[src/rtl/sw_debounce_multi.sv]
// Multi-channel switch debouncer: 2-FF synchroniser, shared sample prescaler,
// N-sample stability filter, and press/release/long-press pulses per channel.
module sw_debounce_multi #(
    parameter bit P_SIM      = 1'b0,
    parameter int P_CH       = 8,
    parameter bit P_INIT_VAL = 1'b0,
    parameter int P_SAMP_CNT = 10000,
    parameter int P_STABLE_N = 3,
    parameter int P_LONG_N   = 0
) (
    input  logic            CLK,
    input  logic            RST,
    input  logic [P_CH-1:0] SW_I,
    output logic [P_CH-1:0] SW_O,
    output logic [P_CH-1:0] SW_PRESS,
    output logic [P_CH-1:0] SW_REL,
    output logic [P_CH-1:0] SW_LONG,
    output logic            SAMP_TICK
);

    localparam int            PER       = P_SIM ? 2 : P_SAMP_CNT;
    localparam int            STAB_W    = $clog2(P_STABLE_N);
    localparam logic [15:0]   PER_LAST  = 16'(PER - 1);
    localparam logic [STAB_W-1:0] STAB_LAST = STAB_W'(P_STABLE_N - 1);
    localparam logic [15:0]   LONG_N    = 16'(P_LONG_N);
    localparam bit            LONG_EN   = (P_LONG_N != 0);

    logic [P_CH-1:0]   r_sync1;
    logic [P_CH-1:0]   r_sync2;
    logic [15:0]       r_pre;
    logic              r_tick;
    logic              w_pre_last;
    logic [P_CH-1:0]   r_sw_o;
    logic [P_CH-1:0]   r_press;
    logic [P_CH-1:0]   r_rel;
    logic [P_CH-1:0]   r_long_p;
    logic [STAB_W-1:0] r_stab [P_CH];
    logic [15:0]       r_long [P_CH];

    always_ff @(posedge CLK or posedge RST) begin
        if (RST) begin
            r_sync1 <= {P_CH{P_INIT_VAL}};
            r_sync2 <= {P_CH{P_INIT_VAL}};
        end else begin
            r_sync1 <= SW_I;
            r_sync2 <= r_sync1;
        end
    end

    assign w_pre_last = (r_pre == PER_LAST);

    // Tick is registered so it lands exactly PER clocks after reset release.
    always_ff @(posedge CLK or posedge RST) begin
        if (RST) begin
            r_pre  <= '0;
            r_tick <= 1'b0;
        end else begin
            r_pre  <= w_pre_last ? '0 : r_pre + 16'd1;
            r_tick <= w_pre_last;
        end
    end

    always_ff @(posedge CLK or posedge RST) begin
        if (RST) begin
            r_sw_o  <= {P_CH{P_INIT_VAL}};
            r_press <= '0;
            r_rel   <= '0;
            for (int i = 0; i < P_CH; i++) begin
                r_stab[i] <= '0;
            end
        end else begin
            r_press <= '0;
            r_rel   <= '0;
            for (int i = 0; i < P_CH; i++) begin
                if (r_tick) begin
                    if (r_sync2[i] != r_sw_o[i]) begin
                        if (r_stab[i] == STAB_LAST) begin
                            r_sw_o[i] <= r_sync2[i];
                            r_stab[i] <= '0;
                            if (r_sync2[i] != P_INIT_VAL) begin
                                r_press[i] <= 1'b1;
                            end else begin
                                r_rel[i] <= 1'b1;
                            end
                        end else begin
                            r_stab[i] <= r_stab[i] + STAB_W'(1);
                        end
                    end else begin
                        r_stab[i] <= '0;
                    end
                end
            end
        end
    end

    // Long counter saturates at LONG_N so the pulse fires once per hold.
    always_ff @(posedge CLK or posedge RST) begin
        if (RST) begin
            r_long_p <= '0;
            for (int i = 0; i < P_CH; i++) begin
                r_long[i] <= '0;
            end
        end else begin
            r_long_p <= '0;
            for (int i = 0; i < P_CH; i++) begin
                if (!LONG_EN || (r_sw_o[i] == P_INIT_VAL)) begin
                    r_long[i] <= '0;
                end else if (r_tick && (r_long[i] != LONG_N)) begin
                    r_long[i] <= r_long[i] + 16'd1;
                    if (r_long[i] == LONG_N - 16'd1) begin
                        r_long_p[i] <= 1'b1;
                    end
                end
            end
        end
    end

    assign SW_O      = r_sw_o;
    assign SW_PRESS  = r_press;
    assign SW_REL    = r_rel;
    assign SW_LONG   = r_long_p;
    assign SAMP_TICK = r_tick;

endmodule

[config.mk]
export PLATFORM = sky130hd
export DESIGN_NAME = sw_debounce_multi
export DESIGN_NICKNAME = d
export VERILOG_FILES = /design/src/rtl/sw_debounce_multi.sv
export SDC_FILE = /design/constraint.sdc
export NUM_CORES = 1
export LEC_CHECK = 0
export ABC_CLOCK_PERIOD_IN_PS = 2400
export CORE_UTILIZATION = 56
export CTS_CLUSTER_SIZE = 12
export DETAILED_ROUTE_END_ITERATION = 8
export DONT_BUFFER_PORTS = 1
export PLACE_DENSITY_LB_ADDON = 0.08
export SETUP_SLACK_MARGIN = 0.3
export SYNTH_ARGS = -nofsm -noshare
export SYNTH_HDL_FRONTEND = slang
export SYNTH_SLANG_ARGS = --single-unit
[constraint.sdc]
create_clock -name CLK -period 2.4 [get_ports CLK]
set_clock_uncertainty 0.05 [all_clocks]
set_input_delay 0.48 -clock CLK [delete_from_list [all_inputs] [get_ports CLK]]
set_output_delay 0.48 -clock CLK [all_outputs]
set_load 0.005 [all_outputs]
==> key figures, run 1 <==
Die
  – Core Area: 4817 um^2
  – Die W: 73.59 um
  – Cell row count: 25
  – Starting utilization of the core area: 59.58%
  – Ports: 43
  – Die Area: 5415 um^2
  – Die Ht: 73.59 um

Setup path
  – Req. time, crit path: 2.58 ns
  – Critical path data arrival time: 1.83 ns
  – Crit path launch type: flop
  – CP max FO: 9
  – Reg-to-reg slack, setup: 0.74 ns
  – CP Class: flop to flop
  – CP endpoint kind: flop

Clock network
  – H-tree depth: 3
  – CTS Buffer Depth: 2
  – # hold bufs at CTS: 0
  – Post-CTS sizing: 0
  – Clk_lat worst skew: 0.34 ns
  – CTS tree: yes
  – Clock root buffer: clkbuf_8
  – Post-CTS Setup Repair Bufs: 0
  – Clock sinks: 73
  – Num CTS Buffers: 9
  – Clock transition at path regs: 0.07 ns

Placement
  – HPWL after DPL: 2943 um
  – GP Congestion: 0.8601
  – DP Cell Count: 298
  – Buffers on Ports: 0

Drt
  – Detailed-route via count: 1635
  – DRC: 0
  – First-pass detailed-route iteration total: 4
  – Routed len/inst: 13.42 um
  – Post-Route WL: 4214 um
  – Via density: 5.207
  – Iteration-0 DRC Markers: 53
  – Post-route ant nets: 0

STA
  – Worst slew pin tran: 0.6579 ns
  – Fin Setup TNS: 0 ns
  – RSZ-0062 raised after global routing: false
  – Slew Viols, Final: 0
  – Highest clock rate: 0.6025 GHz
  – Setup-failing EPs final: 0
  – Tcrit/Tclk final: 69.15%
  – Hold violation total from the final report: 0
  – Rel. slew slack: 56.05%
  – Minimum clock period: 1.660 ns

Layout
  – Final #Nets: 253
  – # fillers: 375
  – Area Growth Syn to Fin: 8.718%
  – Inserted Diodes: 0
  – Final Non-Filler Cells: 314
  – Layout cells sized above 1: 14.98%

Logic synthesis
  – Area contributors post-synth: dfrtp_1, mux2_2, nor2_1, nand2b_1, xor2_1
  – Mux contribution to synthesized area: 6.234%
  – Async S/R FF share, synth: 100.0%
  – Mapped Cells: 234
  – Syn_area_per_cell: 12.27 um^2
  – Synth Cell Area: 2870 um^2
  – Synth area leader: dfrtp_1
  – Sequential element share of the synthesized area: 63.64%
  – Largest family of logic cells by synthesized area: simple AND/OR/NAND/NOR gates
  – Synth unique cells: 33
  – Most frequent cell after synthesis: dfrtp_1
  – Simple-gate share of the synthesized area: 17.79%
  – Number of synthesized flops with an enable pin: 0
  – Top_reg_cell synth: dfrtp_1
  – Synth Area in XOR/XNOR: 4.272%
  – Synth cell count leaders: dfrtp_1, nor2_1, mux2_2
  – YS warnings: 0
  – Adder-cell share of the synthesized area: 0.4359%
  – Yosys top cell area share: 63.64%
  – Synthesis-stage register bit count: 73
  – Compound-Gate Fraction of Synth Area: 2.833%

Job
  – Max-cap violations: 0

GRT
  – Initial antenna violation count: 0
  – Largest net degree at the start of global routing: 34
  – First-pass GRT wire length: 6865 um
  – GRT Overall Usage: 17.85%
  – Vias in the first global route: 1556
  – Gr ovfl total: 0

Power and ir drop
  – Pleak: 1.458 nW
  – Max rail drop VDD: 398.0 uV
  – PD cells: 723.0 nW/um^2

Worst hold path
  – Min-Delay Path Class: primary input to async pin

Outcome
  – Status: complete, no violations
-- through the flow --
stage	hold WS [ns]	cell area, um^2	power (W)	util, %	worst slack (ns)
2_1_floorplan	0.2812	2900	0.001316	-	0.8911
3_3_place_gp	0.2821	2914	0.001316	60.49	0.8184
3_5_place_dp	0.2856	2914	0.001319	60.49	0.7371
4_1_cts	0.04677	3120	0.002289	64.78	0.7367
5_1_grt	0.06871	3120	0.002343	64.78	0.6433
6_report	0.03951	3120	0.002256	64.78	0.7404
-- metal layers --
metal	GRT usage [%]	up-vias	part of all wire, %
li1	-	778	-
met1	18.71	815	41
met2	29.26	34	51
met3	8.505	8	5.2
met4	10.26	0	1.8
met5	0	-	0
-- final cells by class --
class	count	area, um^2	share of cell area (%)
inverter	11	45.04	1.443
multi-input combinational	144	935.9	29.99
tap	67	83.83	2.686
sequential	73	1827	58.54
clock inverter	4	51.30	1.644
timing repair buffer	3	22.52	0.7217
clock buffer	12	155.1	4.972
-- cell families after synthesis --
family | Yosys count
flops | 73
simple gates | 89
buf+inv | 24
fa+ha+maj | 1
other cells | 1
compound gates | 16
xor+xnor | 14
mux | 16
-- power by group --
part / total [W] / switching [W] / internal (W) / leakage, nW
sequential: 0.00125 / 0.00000684 / 0.00124 / 0.969
combinational: 0.0000434 / 0.0000325 / 0.0000108 / 0.387
clock: 0.000962 / 0.000426 / 0.000537 / 0.103
-- final timing paths --
check                            from           to  depth (start not counted)
max in group asynchronous         RST  SW_PRESS[1]                          2
min in group CLK              SW_I[1]   r_sync1[1]                          0
setup / recovery             r_pre[0]    r_pre[10]                          5
hold / removal                    RST   r_sync2[5]                          1
setup reg to reg             r_pre[0]    r_pre[10]                          5
hold reg to reg            r_sync1[6]   r_sync2[6]                          0
-- layout by cell type, fill, tap and decap left out, drive strengths merged, types with 8 or more instances in the layout --
cell,n
inv,10
o21ai,8
nand3,14
nor2b,8
nand3b,8
conb,8
nor2,24
mux2,15
dfrtp,73
xor2,8
nand2b,14
clkbuf,12
-- critical path: stages, from the launching register on --
cell      delay, ns
dfrtp_1        0.39
ha_1           0.19
and3_1         0.29
and4_1         0.41
nand3b_1       0.15
o21ai_1        0.06
-- sequential cells by signal (all words and copies together) (netlist names) --
signal / count
r_sync2: 8
SW_REL: 8
SAMP_TICK: 1
r_stab: 16
SW_PRESS: 8
r_pre: 16
SW_O: 8
r_sync1: 8
Power figures use the tool's default switching activity.
==> run 2: changes to the inputs <==
--- a/config.mk
+++ b/config.mk
@@ -5,8 +5,8 @@
 export SDC_FILE = /design/constraint.sdc
 export NUM_CORES = 1
 export LEC_CHECK = 0
-export ABC_CLOCK_PERIOD_IN_PS = 2400
-export CORE_UTILIZATION = 56
+export ABC_CLOCK_PERIOD_IN_PS = 1600
+export CORE_UTILIZATION = 60
 export CTS_CLUSTER_SIZE = 12
 export DETAILED_ROUTE_END_ITERATION = 8
 export DONT_BUFFER_PORTS = 1
==> constraint.sdc (replaced) <==
create_clock -name CLK -period 1.6 [get_ports CLK]
set_clock_uncertainty 0.05 [all_clocks]
set_input_delay 0.32 -clock CLK [delete_from_list [all_inputs] [get_ports CLK]]
set_output_delay 0.32 -clock CLK [all_outputs]
set_load 0.005 [all_outputs]
==> key figures, run 2 (same netlist as run 1, synthesis figures left out) <==
Outcome
  – Status: complete, but fails checks
  – Failing checks: design-rule violations

Clock network
  – H-tree depth: 3 (unchanged)
  – Clock transition at path regs: 0.08 ns (about the same)
  – CTS Buffer Depth: 2 (unchanged)
  – Num CTS Buffers: 9 (unchanged)
  – CTS tree: yes
  – Clk_lat worst skew: 0.35 ns (about the same)
  – Clock sinks: 73 (unchanged)
  – Clock root buffer: clkbuf_8

Die
  – Die Area: 5064 um^2 (-6.5%)
  – Core Area: 4474 um^2 (-7.1%)
  – Die W: 71.17 um (-3.3%)
  – Die Ht: 71.17 um (-3.3%)
  – Cell row count: 24 (-4.0%)
  – Starting utilization of the core area: 64.15% (+4.6 points)
  – Ports: 43 (unchanged)

GRT
  – Vias in the first global route: 1682 (+8.1%)
  – Initial antenna violation count: 0 (unchanged)
  – GRT Overall Usage: 19.63% (+1.8 points)
  – Gr ovfl total: 0 (unchanged)
  – First-pass GRT wire length: 7286 um (+6.1%)
  – Largest net degree at the start of global routing: 29 (-15%)

Setup path
  – Worst path slowest cell: dfrtp_1
  – Crit path launch type: flop
  – Slowest stage delay, CP: 0.40 ns (about the same)
  – Req. time, crit path: 1.79 ns (-0.79 ns)
  – Worst path cell trace: ha_2, and3_4, and4_4, buf_6, nor2b_1
  – Critical path data arrival time: 1.58 ns (-0.25 ns)
  – CP max FO: 7 (-2)
  – CP Class: flop to flop
  – CP endpoint kind: flop

Placement
  – HPWL after DPL: 2907 um (-1.2%)
  – GP Congestion: 0.9037 (+5.1%)
  – DP Cell Count: 285 (-4.4%)
  – Buffers on Ports: 0 (unchanged)

Drt
  – Routed len/inst: 14.16 um (+5.5%)
  – DRC: 4 (+4)
  – Post-route ant nets: 0 (unchanged)
  – Via density: 5.457 (+4.8%)
  – Post-Route WL: 4558 um (+8.2%)
  – Iteration-0 DRC Markers: 106 (+100%)
  – First-pass detailed-route iteration total: 9 (+5)
  – Detailed-route via count: 1757 (+7.5%)

Job
  – Max-cap violations: 0 (unchanged)

STA
  – Minimum clock period: 1.383 ns (-0.2769 ns)
  – Highest clock rate: 0.7232 GHz (+20%)
  – Worst slew pin tran: 0.5389 ns (-0.1190 ns)
  – Setup-failing EPs final: 0 (unchanged)
  – Hold violation total from the final report: 0 (unchanged)
  – Worst hold margin: 0.3019 ns (+0.2624 ns)
  – Slew Viols, Final: 0 (unchanged)
  – Rel. slew slack: 64.00% (+8.0 points)
  – RSZ-0062 raised after global routing: true
  – Tcrit/Tclk final: 86.42% (+17 points)
  – Fin Setup TNS: 0 ns (unchanged)

Worst hold path
  – Min-Delay Path Class: flop to flop

Layout
  – Final #Nets: 276 (+9.1%)
  – Area Growth Syn to Fin: 18.13%
  – # fillers: 306 (-18%)
  – Biggest regs: r_pre (16), r_stab (16)
  – Most frequent cells in the layout: dfrtp_1, nor2_1, mux2_2
  – Layout cells sized above 1: 25.93% (+11 points)
  – Final Non-Filler Cells: 322 (+2.5%)
  – Commonest non-fill, non-tap cell in the layout: dfrtp_1
  – Inserted Diodes: 0 (unchanged)

Power and ir drop
  – Pleak: 1.569 nW (+7.6%)
  – Tot Pwr: 0.003231 W (+43%)
  – Max rail drop VDD: 676.3 uV (+70%)
  – PD cells: 952.9 nW/um^2 (+32%)
## run 2: routing by layer
| layer | global-route usage [%] | up-vias | part of all wire, % |
|---|---|---|---|
| li1 | - | 827 | - |
| met1 | 21.22 | 880 | 40 |
| met2 | 32.70 | 43 | 53 |
| met3 | 9.259 | 7 | 5.5 |
| met4 | 9.111 | 0 | 1.8 |
| met5 | 0 | - | 0 |
## run 2: metrics by stage
stage,utilization [%],area (um^2),worst slack (ns)
after floorplan,-,2912,0.1552
after global placement,66.05,2955,0.2541
after detailed placement,66.05,2955,0.1941
after CTS,73.21,3276,0.2287
after global routing,75.78,3391,0.1281
final,75.78,3391,0.2173
## run 2: timing repair
action,CTS,global route
setup endpoints to repair,13,19
cloned,0,1
pin swaps,6,3
hold endpoints to repair,31,0
gates resized for setup,6,14
setup buffers,4,7
hold buffers,9,0
## run 2: critical path: cells and delay by family, from the launching register on
family	cells	cell delay, ns
and+or+nand+nor	3	0.49
adders and majority gates	1	0.20
buffers and inverters	1	0.14
DFF	1	0.40
## run 2: report_power, final
part	total [W]	switching (W)	internal [W]
logic	0.0000922	0.0000545	0.0000377
clock network	0.00126	0.000662	0.000603
registers	0.00187	0.00000991	0.00186
total	0.00323	0.000726	0.00251
## run 2: layout make-up
class	count	area, um^2	area share (%)
Tap cell	52	65.06	1.919
Sequential cell	73	1834	54.10
Multi-Input combinational cell	144	987.2	29.11
Timing Repair Buffer	26	280.3	8.266
Inverter	11	45.04	1.328
Clock inverter	6	41.29	1.218
Clock buffer	10	137.6	4.059
## run 2: path summary, 6_finish.rpt
kind,slack [ns],cells after the start,start,to
min in group asynchronous,0.44,2,RST,SW_REL[1]
worst min register to register,0.30,0,r_sync1[1],r_sync2[1]
worst max register to register,0.22,5,r_pre[0],r_pre[1]
max in group asynchronous,0.55,3,RST,SAMP_TICK
worst max-delay path,0.22,5,r_pre[0],r_pre[1]
worst min-delay path,0.30,0,r_sync1[1],r_sync2[1]
==> run 3: changes to the inputs <==
--- a/config.mk
+++ b/config.mk
@@ -6,10 +6,10 @@
 export NUM_CORES = 1
 export LEC_CHECK = 0
 export ABC_CLOCK_PERIOD_IN_PS = 1600
-export CORE_UTILIZATION = 60
+export BUFFER_PORTS_ARGS = -buffer_cell sky130_fd_sc_hd__buf_2
+export CORE_UTILIZATION = 56
 export CTS_CLUSTER_SIZE = 12
 export DETAILED_ROUTE_END_ITERATION = 8
-export DONT_BUFFER_PORTS = 1
 export PLACE_DENSITY_LB_ADDON = 0.08
 export SETUP_SLACK_MARGIN = 0.3
 export SYNTH_ARGS = -nofsm -noshare
==> key figures, run 3 (same netlist as run 1, synthesis figures left out) <==
STA
  – Highest clock rate: 0.7272 GHz (+0.55%)
  – Setup-failing EPs final: 0 (unchanged)
  – Worst hold margin: 0.03628 ns (-0.2656 ns)
  – Final worst slack: 0.2248 ns (+0.007568 ns)
  – Slew Viols, Final: 0 (unchanged)
  – Tcrit/Tclk final: 85.95% (-0.47 points)
  – Minimum clock period: 1.375 ns (-0.007568 ns)
  – RSZ-0062 raised after global routing: true
  – Hold violation total from the final report: 0 (unchanged)
  – Fin Setup TNS: 0 ns (unchanged)

Placement
  – HPWL after DPL: 2872 um (-1.2%)
  – Buffers on Ports: 34 (+34)
  – GP Congestion: 0.7838 (-13%)
  – Worst Setup Slack post-DPL: 0.1739 ns (-0.02016 ns)

Die
  – Ports: 43 (unchanged)
  – Die Area: 5415 um^2 (+6.9%)
  – Die Ht: 73.59 um (+3.4%)
  – Cell row count: 25 (+4.2%)
  – Core Area: 4817 um^2 (+7.7%)
  – Die W: 73.59 um (+3.4%)
  – Starting utilization of the core area: 59.58% (-4.6 points)

Power and ir drop
  – Max rail drop VDD: 668.8 uV (-1.1%)
  – Pleak: 1.688 nW (+7.6%)
  – Tot Pwr: 0.003205 W (-0.81%)
  – PD cells: 933.1 nW/um^2 (-2.1%)

Clock network
  – CTS tree: yes
  – H-tree depth: 3 (unchanged)
  – Clk_lat worst skew: 0.33 ns (-0.02 ns)
  – Clock root buffer: clkbuf_8
  – Clock sinks: 73 (unchanged)
  – # hold bufs at CTS: 0 (-9)
  – CTS Buffer Depth: 2 (unchanged)
  – Clock transition at path regs: 0.07 ns (about the same)
  – Num CTS Buffers: 9 (unchanged)

Setup path
  – Reg2reg start: r_pre[2]
  – CP max FO: 4 (-3)
  – CP Class: flop to flop
  – Req. time, crit path: 1.77 ns (-0.02 ns)
  – Reg-to-reg slack, setup: 0.22 ns (about the same)
  – Worst reg2reg path endpoint: r_pre[15]
  – Crit path launch type: flop
  – Reg2Reg Depth: 4 (-1)
  – CP endpoint kind: flop
  – Critical path data arrival time: 1.54 ns (-0.04 ns)

Drt
  – Post-Route WL: 4437 um (-2.7%)
  – Via density: 4.969 (-8.9%)
  – First-pass detailed-route iteration total: 4 (-5)
  – Detailed-route via count: 1789 (+1.8%)
  – DRC: 0 (-4)
  – Post-route ant nets: 0 (unchanged)
  – Routed len/inst: 12.33 um (-13%)
  – Iteration-0 DRC Markers: 81 (-24%)

GRT
  – Largest net degree at the start of global routing: 74 (+160%)
  – First-pass GRT wire length: 7293 um (about the same)
  – GRT Overall Usage: 18.46% (-1.2 points)
  – Vias in the first global route: 1690 (+0.48%)
  – Initial antenna violation count: 0 (unchanged)
  – Gr ovfl total: 0 (unchanged)

Layout
  – Area Growth Syn to Fin: 19.66%
  – Most frequent cells in the layout: dfrtp_1, buf_2, nor2_1
  – Final #Nets: 299 (+8.3%)
  – # fillers: 373 (+22%)
  – Inserted Diodes: 0 (unchanged)
  – Biggest regs: r_pre (16), r_stab (16)
  – Commonest non-fill, non-tap cell in the layout: dfrtp_1
  – Layout cells sized above 1: 32.42% (+6.5 points)

Worst hold path
  – Min-Delay Path Class: primary input to async pin

Outcome
  – Status: complete, no violations

Job
  – Max-cap violations: 0 (unchanged)
[run 3: changes by cell type in the layout (fill, tap and decap cells not counted), sizes merged]
cell / before / now
buf: 16 / 49
clkbuf: 11 / 13
clkinv: 2 / 3
clkinvlp: 4 / 1
dlygate4sd3: 9 / 0
inv: 11 / 10
[run 3: cell type report]
type / count / area, um^2 / area share (%)
repair buffers: 49 / 316.6 / 9.217
multi-input cells: 144 / 985.9 / 28.71
clock inverters: 3 / 15.01 / 0.4372
flip-flops and latches: 73 / 1829 / 53.26
inverters: 11 / 45.04 / 1.311
well taps: 67 / 83.83 / 2.441
clock buffers: 13 / 158.9 / 4.627
[run 3: timing repair]
action | CTS | global route
pin swaps | 3 | 7
resized for setup | 6 | 12
endpoints found under the setup margin | 13 | 24
buffers inserted | 4 | 6
[run 3: through the flow]
| stage | instance area [um^2] | std cells | utilization, % |
|---|---|---|---|
| after floorplan | 2912 | 241 | - |
| after global placement | 3119 | 334 | 64.75 |
| after detailed placement | 3119 | 334 | 64.75 |
| after CTS | 3348 | 354 | 69.51 |
| after global routing | 3435 | 360 | 71.30 |
| final | 3435 | 360 | 71.30 |
[run 3: worst max path at each step]
| stage | from | to | slack [ns] | depth (start not counted) |
|---|---|---|---|---|
| 6_report | r_pre[2] | r_pre[15] | 0.22 | 4 |
| 5_1_grt | r_pre[2] | r_pre[15] | 0.15 | 4 |
| 4_1_cts | r_pre[1] | r_pre[10] | 0.24 | 5 |
| 3_5_place_dp | r_pre[0] | r_pre[1] | 0.17 | 5 |
| 3_3_place_gp | r_pre[0] | r_pre[0] | 0.23 | 5 |
| 2_1_floorplan | r_pre[0] | r_pre[10] | 0.16 | 7 |
[run 3: power breakdown]
part	switching, W	internal [W]	total, W
clock	0.000609	0.000641	0.00125
combinational	0.0000525	0.0000261	0.0000786
sequential	0.0000105	0.00187	0.00188
total	0.000672	0.00253	0.00320
[run 3: critical path: stages, from the launching register on]
cell and delay [ns]:
dfrtp_1 0.39, nand4_1 0.22, nor3_2 0.30, nand4_1 0.15
xnor2_1 0.15
[run 3: per-layer routing]
metal | global-route usage, % | wire length [um] | vias up
met5 | 0 | 0 | -
met4 | 10.90 | 97 | 0
met3 | 3.704 | 139 | 10
met2 | 29.15 | 2144 | 34
met1 | 23.72 | 2055 | 869
li1 | - | - | 876
